`src/rtl/mem_port_arbiter_pkg.sv`:
```
// Shared definitions for the F/M memory port arbiter: FSM encoding and the
// byte-enable fill used for instruction fetches.
package pipeline_pkg;

    typedef enum logic [1:0] {
        IDLE   = 2'b00,
        F_BUSY = 2'b01,
        M_BUSY = 2'b10
    } arb_state_e;

    // Fetches always read the whole word: every byte-enable bit takes this value.
    localparam logic DEFAULT_BE_BIT = 1'b1;

endpackage

```
`src/rtl/mem_port_arbiter_timeout_cnt.sv`:
```
// Busy-cycle counter for the memory arbiter; at_limit flags the last cycle
// in which an ack may still arrive before the access is abandoned.
module arb_timeout_cnt #(
    parameter int unsigned LIMIT = 255
) (
    input  logic clk,
    input  logic reset_x,
    input  logic clr,
    input  logic en,
    output logic at_limit
);

    localparam int unsigned CNT_W = (LIMIT < 1) ? 1 : $clog2(LIMIT + 1);

    logic [CNT_W-1:0] cnt_q;
    logic [CNT_W-1:0] cnt_d;

    always_comb begin
        cnt_d = cnt_q;
        if (clr) begin
            cnt_d = '0;
        end else if (en) begin
            cnt_d = cnt_q + CNT_W'(1);
        end
    end

    always_ff @(posedge clk or negedge reset_x) begin
        if (!reset_x) begin
            cnt_q <= '0;
        end else begin
            cnt_q <= cnt_d;
        end
    end

    // The counter reaches LIMIT at the edge that ends the access, so the
    // busy state lasts exactly LIMIT cycles without an ack.
    assign at_limit = (cnt_q == CNT_W'(LIMIT - 1));

endmodule

```
`src/rtl/mem_port_arbiter.sv`:
```
// Shares one single-ported memory between the fetch (F) and memory (M)
// pipeline stages over a req/ack handshake with timeout and fetch-flush drop.
module mem_port_arbiter
    import pipeline_pkg::*;
#(
    parameter int unsigned ADDR_W      = 32,
    parameter int unsigned DATA_W      = 32,
    parameter int unsigned ACK_TIMEOUT = 255
) (
    input  logic                clk,
    input  logic                reset_x,

    input  logic                Fi_req,
    input  logic [ADDR_W-1:0]   Fi_addr,
    input  logic                Fi_flush,
    output logic [DATA_W-1:0]   Fo_rdata,
    output logic                Fo_valid,
    output logic                Fo_memStall,

    input  logic                Mi_req,
    input  logic                Mi_we,
    input  logic [ADDR_W-1:0]   Mi_addr,
    input  logic [DATA_W-1:0]   Mi_wdata,
    input  logic [DATA_W/8-1:0] Mi_be,
    output logic [DATA_W-1:0]   Mo_rdata,
    output logic                Mo_valid,
    output logic                Mo_memStall,

    output logic                mem_req,
    output logic                mem_we,
    output logic [ADDR_W-1:0]   mem_addr,
    output logic [DATA_W-1:0]   mem_wdata,
    output logic [DATA_W/8-1:0] mem_be,
    input  logic [DATA_W-1:0]   mem_rdata,
    input  logic                mem_ack,
    output logic                mem_err
);

    localparam int unsigned BE_W = DATA_W / 8;

    arb_state_e          state_q,    state_d;
    logic [ADDR_W-1:0]   addr_q,     addr_d;
    logic [DATA_W-1:0]   wdata_q,    wdata_d;
    logic [BE_W-1:0]     be_q,       be_d;
    logic                we_q,       we_d;
    logic [DATA_W-1:0]   fo_rdata_q, fo_rdata_d;
    logic [DATA_W-1:0]   mo_rdata_q, mo_rdata_d;
    logic                fo_valid_q, fo_valid_d;
    logic                mo_valid_q, mo_valid_d;
    logic                mem_err_q,  mem_err_d;
    logic                drop_q,     drop_d;

    logic busy;
    logic at_limit;
    logic m_elig;
    logic f_elig;
    logic drop_eff;

    assign busy     = (state_q != IDLE);
    // A port whose completion pulse is up still shows the finished request.
    assign m_elig   = Mi_req & ~mo_valid_q;
    assign f_elig   = Fi_req & ~fo_valid_q;
    assign drop_eff = drop_q | Fi_flush;

    arb_timeout_cnt #(
        .LIMIT (ACK_TIMEOUT)
    ) u_timeout_cnt (
        .clk      (clk),
        .reset_x  (reset_x),
        .clr      (~busy),
        .en       (busy & ~mem_ack),
        .at_limit (at_limit)
    );

    always_comb begin
        state_d    = state_q;
        addr_d     = addr_q;
        wdata_d    = wdata_q;
        be_d       = be_q;
        we_d       = we_q;
        fo_rdata_d = fo_rdata_q;
        mo_rdata_d = mo_rdata_q;
        fo_valid_d = 1'b0;
        mo_valid_d = 1'b0;
        mem_err_d  = 1'b0;
        drop_d     = drop_q;

        case (state_q)
            IDLE: begin
                drop_d = 1'b0;
                if (m_elig) begin
                    state_d = M_BUSY;
                    addr_d  = Mi_addr;
                    we_d    = Mi_we;
                    wdata_d = Mi_wdata;
                    be_d    = Mi_be;
                end else if (f_elig) begin
                    state_d = F_BUSY;
                    addr_d  = Fi_addr;
                    we_d    = 1'b0;
                    be_d    = {BE_W{DEFAULT_BE_BIT}};
                    drop_d  = Fi_flush;
                end
            end

            F_BUSY: begin
                if (mem_ack) begin
                    state_d = IDLE;
                    drop_d  = 1'b0;
                    // A flush arriving together with the ack still squashes it.
                    if (!drop_eff) begin
                        fo_valid_d = 1'b1;
                        fo_rdata_d = mem_rdata;
                    end
                end else if (at_limit) begin
                    state_d   = IDLE;
                    drop_d    = 1'b0;
                    mem_err_d = 1'b1;
                end else begin
                    drop_d = drop_eff;
                end
            end

            M_BUSY: begin
                if (mem_ack) begin
                    state_d    = IDLE;
                    mo_valid_d = 1'b1;
                    mo_rdata_d = mem_rdata;
                end else if (at_limit) begin
                    state_d   = IDLE;
                    mem_err_d = 1'b1;
                end
            end

            default: begin
                state_d = IDLE;
                drop_d  = 1'b0;
            end
        endcase
    end

    always_ff @(posedge clk or negedge reset_x) begin
        if (!reset_x) begin
            state_q    <= IDLE;
            addr_q     <= '0;
            wdata_q    <= '0;
            be_q       <= '0;
            we_q       <= 1'b0;
            fo_rdata_q <= '0;
            mo_rdata_q <= '0;
            fo_valid_q <= 1'b0;
            mo_valid_q <= 1'b0;
            mem_err_q  <= 1'b0;
            drop_q     <= 1'b0;
        end else begin
            state_q    <= state_d;
            addr_q     <= addr_d;
            wdata_q    <= wdata_d;
            be_q       <= be_d;
            we_q       <= we_d;
            fo_rdata_q <= fo_rdata_d;
            mo_rdata_q <= mo_rdata_d;
            fo_valid_q <= fo_valid_d;
            mo_valid_q <= mo_valid_d;
            mem_err_q  <= mem_err_d;
            drop_q     <= drop_d;
        end
    end

    assign mem_req     = busy;
    assign mem_we      = we_q;
    assign mem_addr    = addr_q;
    assign mem_wdata   = wdata_q;
    assign mem_be      = be_q;
    assign mem_err     = mem_err_q;

    assign Fo_rdata    = fo_rdata_q;
    assign Fo_valid    = fo_valid_q;
    assign Mo_rdata    = mo_rdata_q;
    assign Mo_valid    = mo_valid_q;

    assign Fo_memStall = Fi_req & ~fo_valid_q;
    assign Mo_memStall = Mi_req & ~mo_valid_q;

endmodule

```
`config.mk`:
```
export PLATFORM = sky130hd
export DESIGN_NAME = mem_port_arbiter
export DESIGN_NICKNAME = d
export VERILOG_FILES = /design/src/rtl/mem_port_arbiter_pkg.sv /design/src/rtl/mem_port_arbiter_timeout_cnt.sv /design/src/rtl/mem_port_arbiter.sv
export SDC_FILE = /design/constraint.sdc
export NUM_CORES = 1
export LEC_CHECK = 0
export BUFFER_PORTS_ARGS = -buffer_cell sky130_fd_sc_hd__buf_2
export CORE_MARGIN = 4
export CORE_UTILIZATION = 51
export CTS_CLUSTER_DIAMETER = 40
export DETAILED_ROUTE_END_ITERATION = 8
export HOLD_SLACK_MARGIN = 0.03
export PLACE_DENSITY = 0.86
export SETUP_SLACK_MARGIN = 0.1
export SLEW_MARGIN = 15
export SYNTH_ARGS = -nofsm -noshare
export SYNTH_HDL_FRONTEND = slang
export SYNTH_SLANG_ARGS = --single-unit
export TNS_END_PERCENT = 5
```
`constraint.sdc`:
```
create_clock -name clk -period 3.1 [get_ports clk]
set_input_delay 0.465 -clock clk [delete_from_list [all_inputs] [get_ports clk]]
set_output_delay 0.465 -clock clk [all_outputs]
set_load 0.02 [all_outputs]
```
==> results of run 1 <==
==> sequential cells by signal, indices dropped and copies added (netlist names) <==
signal / cells
Fo_rdata: 32
Fo_valid: 1
Mo_rdata: 32
Mo_valid: 1
drop_q: 1
mem_addr: 32
mem_be: 4
mem_err: 1
mem_wdata: 32
mem_we: 1
state_q: 2
u_timeout_cnt.cnt_q: 8
==> cell families (layout without fill, tap and decap cells) <==
group	count (synthesis)	count (layout)
AOI/OAI and AO/OA	20	20
xor gates and xnor gates	4	4
adders and majority gates	5	5
buffers and inverters	28	324
DFF	147	147
muxes	160	160
and+or+nand+nor	34	34
==> report_power, final <==
part | switching [mW] | internal [mW]
Sequential | 0.494 | 2.84
Clock | 0.743 | 1.35
Combinational | 2.31 | 1.78
Total | 3.55 | 5.98
==> worst register-to-register path: stages (launching register included) <==
cell and delay (ns):
dfrtp_1 0.39, nand2b_4 0.16, inv_2 0.05, buf_4 0.46
nand2_4 0.39, mux2_1 0.44
==> worst max-delay path by stage <==
stage	from	to	slack (ns)	cells after the start
after global routing	Mo_valid$_DFF_PN0_	Mo_memStall	0.79	4
final	Mo_valid$_DFF_PN0_	Mo_memStall	0.90	4
after detailed placement	Mi_req	mem_wdata[10]$_DFFE_PN0P_	0.99	6
after floorplan	state_q[0]$_DFFE_PN0P_	mem_addr[17]$_DFFE_PN0P_	1.43	7
after global placement	Mi_req	mem_wdata[10]$_DFFE_PN0P_	1.07	6
after CTS	Mo_valid$_DFF_PN0_	Mo_memStall	0.86	4
==> Yosys cell counts, types with 2 or more instances <==
master,count,area [sq um]
buf_4,3,22.5
o21ai_0,5,25.0
nor2_1,8,30.0
nand4b_1,2,17.5
a221oi_1,2,17.5
dfrtp_1,147,3680
buf_2,12,60.1
mux2_4,30,450
or3_1,3,18.8
buf_6,4,45.0
xor2_1,3,26.3
nand2_1,4,15.0
nor4_1,2,12.5
nand3_1,3,15.0
inv_1,7,26.3
ha_1,5,62.6
mux2_2,129,1450
o22a_1,4,35.0
a21oi_1,4,20.0
nor2b_1,3,18.8
==> routing by layer <==
layer	part of all wire, %	wire length [microns]
met3	9.3	1430
met4	2.5	379
met5	0.052	8
met2	52	7950
met1	36	5610
==> area by class of cell <==
cell class	instances	area [sq um]	area share (%)
sequential	147	3680	44.1
clock buffer	24	492	5.89
timing repair buffer	284	1470	17.6
inverter	8	30.0	0.360
clock inverter	8	124	1.48
tap	147	184	2.20
multi-input combinational	223	2370	28.4
==> per-stage QoR <==
step                      setup WS (ns)  hold slack [ns]
after global placement             1.07            0.469
after CTS                         0.860           0.0854
after global routing              0.793            0.113
after detailed placement          0.987            0.473
final                             0.901           0.0671
after floorplan                    1.43            0.169
==> run_results.csv, run 1 <==
group,metric,value,unit
place,portBuffers,277,
finish,stdcell_area,8350,sq um
worst_setup_path,worstPathArrival,1.73,ns
drt,drt-pass1-iter-count,4,
clock_network,root_buffer,"clkbuf_16",
timing,final_hold_viol_count,0,
clock_network,cts.repair.resized,0,
place,dp_cells,809,
worst_setup_path,criticalPathCategory,"flop to primary output",
finish,antennaDiodeCount,0,
power,power_leakage,4.16,nW
grt,grtUsageMet2,38.9,%
power,power_density,1140,nW/um^2
clock_network,cts-hold-fix-buffers,0,
yosys,synthSimpleGateAreaFrac,3.35,%
floorplanning,rows,40,
worst_setup_path,crit_fanout,38,
worst_setup_path,path_buf_inv,3,
yosys,synth_nets,542,
drt,wl_per_cell,18.3,microns
floorplanning,core-area,12000,sq um
timing,setup_viol,0,
drt,vias,4321,
finish,nNetsFinal,825,
floorplanning,die_w,118,microns
timing,slew_viol_final,0,
job,maxCapViolations,0,
yosys,synth_ff_type,"dfrtp_1",
clock_network,cts_setup_buffers,0,
clock_network,cts_sinks,147,
yosys,async_flop_share,100,%
yosys,synth_compound_area_share,2.30,%
place,finalWeightedCongestion,0.796,
worst_setup_path,cp-end-kind,"primary output",
yosys,synth_top_family_by_area,"multiplexers",
yosys,syn_inst,398,
floorplanning,die_h,118,microns
finish,area_delta_synth_final,34.6,%
yosys,synthXorXnorAreaFrac,0.565,%
floorplanning,die-area,14000,sq um
yosys,seq_area_frac_synth,59.3,%
worst_hold_path,worstHoldPathType,"primary input to async pin",
floorplanning,initial_utilization,51.9,%
clock_network,htree_levels,4,
worst_setup_path,r2r_slack,1.11,ns
timing,slew_headroom,55.3,%
worst_setup_path,r2r-start,"Mo_valid$_DFF_PN0_",
timing,fin_crit,2.20,ns
grt,grt_start_max_net_pins,76,
finish,final_cell_mix,"276 x buf_2, 147 x dfrtp_1, 129 x mux2_2, 30 x mux2_4, 17 x clkbuf_16",
clock_network,cts_inserted_buffers,17,
yosys,yosys_warnings,0,
finish,final_common_cell,"buf_2",
clock_network,cts_buffer_depth,2,
yosys,syn_area,6200,sq um
worst_setup_path,crit_family,"buffers and inverters",
timing,tns,0,ns
drt,routed_via_density,5.14,
worst_setup_path,rr_endpoint,"mem_wdata[10]$_DFFE_PN0P_",
clock_network,path_clk_slew,0.06,ns
yosys,syn_avg_cell_area,15.6,sq um
timing,period_share,70.9,%
run_status,outcome,"completed",
worst_setup_path,worstPathCellList,"nand2b_4 > inv_2 > buf_4 > buf_2",
grt,grt_pass1_vias,4749,
grt,groute.usage.overall,22.4,%
timing,tightest_slew,0.671,ns
power,ir_drop,775,uV
grt,met1_usage,24.0,%
grt,antenna_found_initial,1,
drt,routed_wl,15.4,mm
finish,fin_util,69.8,%
worst_setup_path,slowest_delay,0.46,ns
yosys,synth_adder_area_share,1.01,%
timing,skew,0.00812,ns
finish,fill_cells,850,
grt,gr-max-usage-layer,"met2",
power,power,9.52,mW
grt,overflow,0,
worst_setup_path,start_kind,"flop",
yosys,synth_enable_flop_cells,0,
finish,drive_above_1_share,69.0,%
timing,rsz0062_at_grt,"no",
drt,drc,0,
place,place_area,7730,sq um
worst_setup_path,slowest_stage,"buf_4",
place,hpwl,11.3,mm
timing,timing.fmax,455,MHz
worst_setup_path,cp.required,2.63,ns
grt,grt_pass1_wl,24.6,mm
grt,met3_usage,9.00,%
floorplanning,io_pins,278,
clock_network,tritoncts,"built",
drt,drtIter0Drc,148,
drt,final_antenna_net_count,0,
finish,finalNonFillerCells,841,
yosys,yosys.cell_types.count,38,
yosys,ys_ff_latch,147,
clock_network,clock_latency,0.41,ns
yosys,synthMuxAreaShare,30.9,%
worst_setup_path,reg2reg_depth,5,
Power figures use the tool's default switching activity.
==> inputs of run 2 (changes only) <==
--- a/config.mk
+++ b/config.mk
@@ -5,13 +5,14 @@
 export SDC_FILE = /design/constraint.sdc
 export NUM_CORES = 1
 export LEC_CHECK = 0
+export ABC_AREA = 1
 export BUFFER_PORTS_ARGS = -buffer_cell sky130_fd_sc_hd__buf_2
 export CORE_MARGIN = 4
-export CORE_UTILIZATION = 51
+export CORE_UTILIZATION = 42
 export CTS_CLUSTER_DIAMETER = 40
 export DETAILED_ROUTE_END_ITERATION = 8
 export HOLD_SLACK_MARGIN = 0.03
-export PLACE_DENSITY = 0.86
+export PLACE_DENSITY = 0.76
 export SETUP_SLACK_MARGIN = 0.1
 export SLEW_MARGIN = 15
 export SYNTH_ARGS = -nofsm -noshare
==> constraint.sdc (replaced) <==
create_clock -name clk -period 1.95 [get_ports clk]
set_input_delay 0.2925 -clock clk [delete_from_list [all_inputs] [get_ports clk]]
set_output_delay 0.2925 -clock clk [all_outputs]
set_load 0.02 [all_outputs]
==> run 2 against run 1 <==
Power is 45% higher. Global-route usage is 3.1 points lower. Die area is 18% higher. Clock power is 43% higher. First-iteration DRC count is 74% higher. Critical path depth is 1 lower. Synthesized cell count is 66% higher. Wire length is 4.0% higher. Largest cell class unchanged. Largest power group unchanged.
==> run_results.csv, run 2 <==
group,metric,value,unit
timing,rsz0062_at_grt,"yes",
yosys,syn_avg_cell_area,9.22,sq um
yosys,synthXorXnorAreaFrac,0,%
job,maxCapViolations,0,
grt,grt_start_max_net_pins,66,
yosys,synth_adder_area_share,1.03,%
yosys,ys_ff_latch,147,
timing,setup_viol,0,
drt,routed_wl,16.0,mm
finish,nNetsFinal,1076,
drt,drt-pass1-iter-count,4,
power,power_density,1690,nW/um^2
floorplanning,rows,43,
yosys,synth.most_common_cell,"nand2_1",
place,portBuffers,277,
yosys,yosys.cell_types.count,27,
floorplanning,io_pins,278,
floorplanning,die_w,128,microns
worst_setup_path,cp.required,1.66,ns
grt,grt_pass1_vias,5153,
yosys,synth_commonest_cells,"249 x nand2_1, 147 x dfrtp_1, 69 x o21ai_0",
worst_setup_path,cp-end-kind,"primary output",
power,power_leakage,4.58,nW
finish,final_cell_mix,"276 x buf_2, 248 x nand2_1, 147 x dfrtp_1, 69 x o21ai_0, 50 x inv_1",
yosys,synthMuxAreaShare,0,%
timing,tightest_slew,0.565,ns
yosys,synth_compound_area_share,10.8,%
yosys,synth_top_area_cell,"dfrtp_1",
worst_setup_path,crit_fanout,33,
drt,final_antenna_net_count,0,
drt,drtIter0Drc,257,
grt,antenna_found_initial,2,
floorplanning,initial_utilization,43.4,%
drt,vias,5232,
timing,slew_headroom,62.3,%
yosys,seq_area_frac_synth,60.4,%
clock_network,tritoncts,"built",
clock_network,cts_sinks,147,
finish,antennaDiodeCount,0,
clock_network,htree_levels,4,
yosys,yosysTopAreaCellShare,60.4,%
place,finalWeightedCongestion,0.804,
finish,fill_cells,1291,
clock_network,cts_buffer_depth,2,
yosys,syn_inst,660,
grt,groute.usage.overall,19.3,%
grt,overflow,0,
timing,period_share,89.6,%
worst_setup_path,worstPathArrival,1.46,ns
finish,drive_above_1_share,35.2,%
worst_setup_path,criticalPathCategory,"flop to primary output",
place,dp_cells,1092,
timing,tns,0,ns
timing,timing.fmax,572,MHz
floorplanning,die_h,128,microns
clock_network,cts_inserted_buffers,17,
yosys,syn_area,6090,sq um
yosys,synth_top_family_by_area,"simple AND/OR/NAND/NOR gates",
finish,finalNonFillerCells,1125,
finish,final_common_cell,"buf_2",
floorplanning,core-area,14000,sq um
worst_setup_path,r2r_slack,0.35,ns
finish,area_delta_synth_final,34.4,%
drt,wl_per_cell,14.2,microns
place,hpwl,11.9,mm
clock_network,path_clk_slew,0.06,ns
yosys,synth_area_leaders,"dfrtp_1 60%, nand2_1 15%, o21ai_0 5.7%, o211ai_1 3.9%, inv_1 3.1%",
clock_network,root_buffer,"clkbuf_16",
clock_network,cts_setup_buffers,0,
yosys,synth_ff_type,"dfrtp_1",
timing,final.setup.worst_slack,0.202,ns
place,pre_cts_ws,0.239,ns
drt,routed_via_density,4.65,
yosys,async_flop_share,100,%
timing,slew_viol_final,0,
grt,grt_pass1_wl,25.2,mm
drt,drc,0,
worst_setup_path,start_kind,"flop",
power,ir_drop,878,uV
clock_network,clock_latency,0.41,ns
run_status,outcome,"completed",
timing,skew,0.00933,ns
yosys,synth_enable_flop_cells,0,
floorplanning,die-area,16500,sq um
yosys,synth_nets,804,
worst_hold_path,worstHoldPathType,"primary input to flop",
yosys,yosys_warnings,0,
timing,final_hold_viol_count,0,
yosys,synthSimpleGateAreaFrac,21.0,%
timing,fin_crit,1.75,ns
==> run 2: cell families (layout without fill, tap and decap cells) <==
kind of cell	Yosys count	count (layout)
AO/OA/AOI/OAI	111	111
buffers and inverters	88	373
AND/OR/NAND/NOR	309	309
adder cells (fa/ha/maj)	5	5
flip-flops	147	147
==> run 2: area by class of cell <==
class | instances | area, sq um | area share [%]
flip-flops and latches | 147 | 3680 | 45.0
inverters | 54 | 208 | 2.54
clock inverters | 15 | 125 | 1.53
well taps | 180 | 225 | 2.75
repair buffers | 287 | 1510 | 18.5
multi-input cells | 425 | 2010 | 24.6
clock buffers | 17 | 425 | 5.20
==> run 2: worst max-delay path: stages, from the launching register on <==
cell and delay [ns]:
dfrtp_1 0.41, nor2_2 0.16, buf_6 0.26, buf_2 0.21
==> run 2: through the flow <==
step / hold WS [ns] / cell area (sq um) / total power, mW / utilization (%)
floorplan: -0.00309 / 6090 / 8.81 / -
detailed placement: 0.255 / 7610 / 10.9 / 54.2
CTS: 0.0550 / 8180 / 14.0 / 58.2
finish: 0.0775 / 8180 / 13.8 / 58.3
global placement: 0.249 / 7610 / 10.8 / 54.2
global route: 0.0619 / 8180 / 14.8 / 58.3
==> run 2: power by group <==
group / internal [mW] / switching [mW] / total (mW)
Combinational: 1.87 / 3.85 / 5.72
Clock: 1.66 / 1.32 / 2.98
Sequential: 4.40 / 0.707 / 5.11
==> run 2: final timing paths <==
kind	startpoint	depth (start not counted)	endpoint
max in group asynchronous	reset_x	3	mem_wdata[7]$_DFFE_PN0P_
max	Mo_valid$_DFF_PN0_	3	Mo_memStall
min	Mi_wdata[0]	3	mem_wdata[0]$_DFFE_PN0P_
min in group asynchronous	reset_x	2	Fo_rdata[26]$_DFFE_PN0P_
min reg2reg	mem_wdata[9]$_DFFE_PN0P_	2	mem_wdata[9]$_DFFE_PN0P_
max reg2reg	state_q[0]$_DFFE_PN0P_	6	mem_be[1]$_DFFE_PN0P_
==> run 2: routing by layer <==
metal / share of wire, % / global-route usage (%) / wire, microns
met1: 41 / 22.9 / 6510
met2: 46 / 31.9 / 7390
met3: 10 / 7.22 / 1680
met4: 2.5 / 7.68 / 394
met5: 0.13 / 0 / 21
==> run 2: timing repair <==
| action | CTS | global route |
|---|---|---|
| pin swaps | 0 | 0 |
| resized for setup | 1 | 2 |
| endpoints found under the hold margin | 46 | 0 |
| setup endpoints to repair | 2 | 4 |
| hold buffers | 1 | 0 |
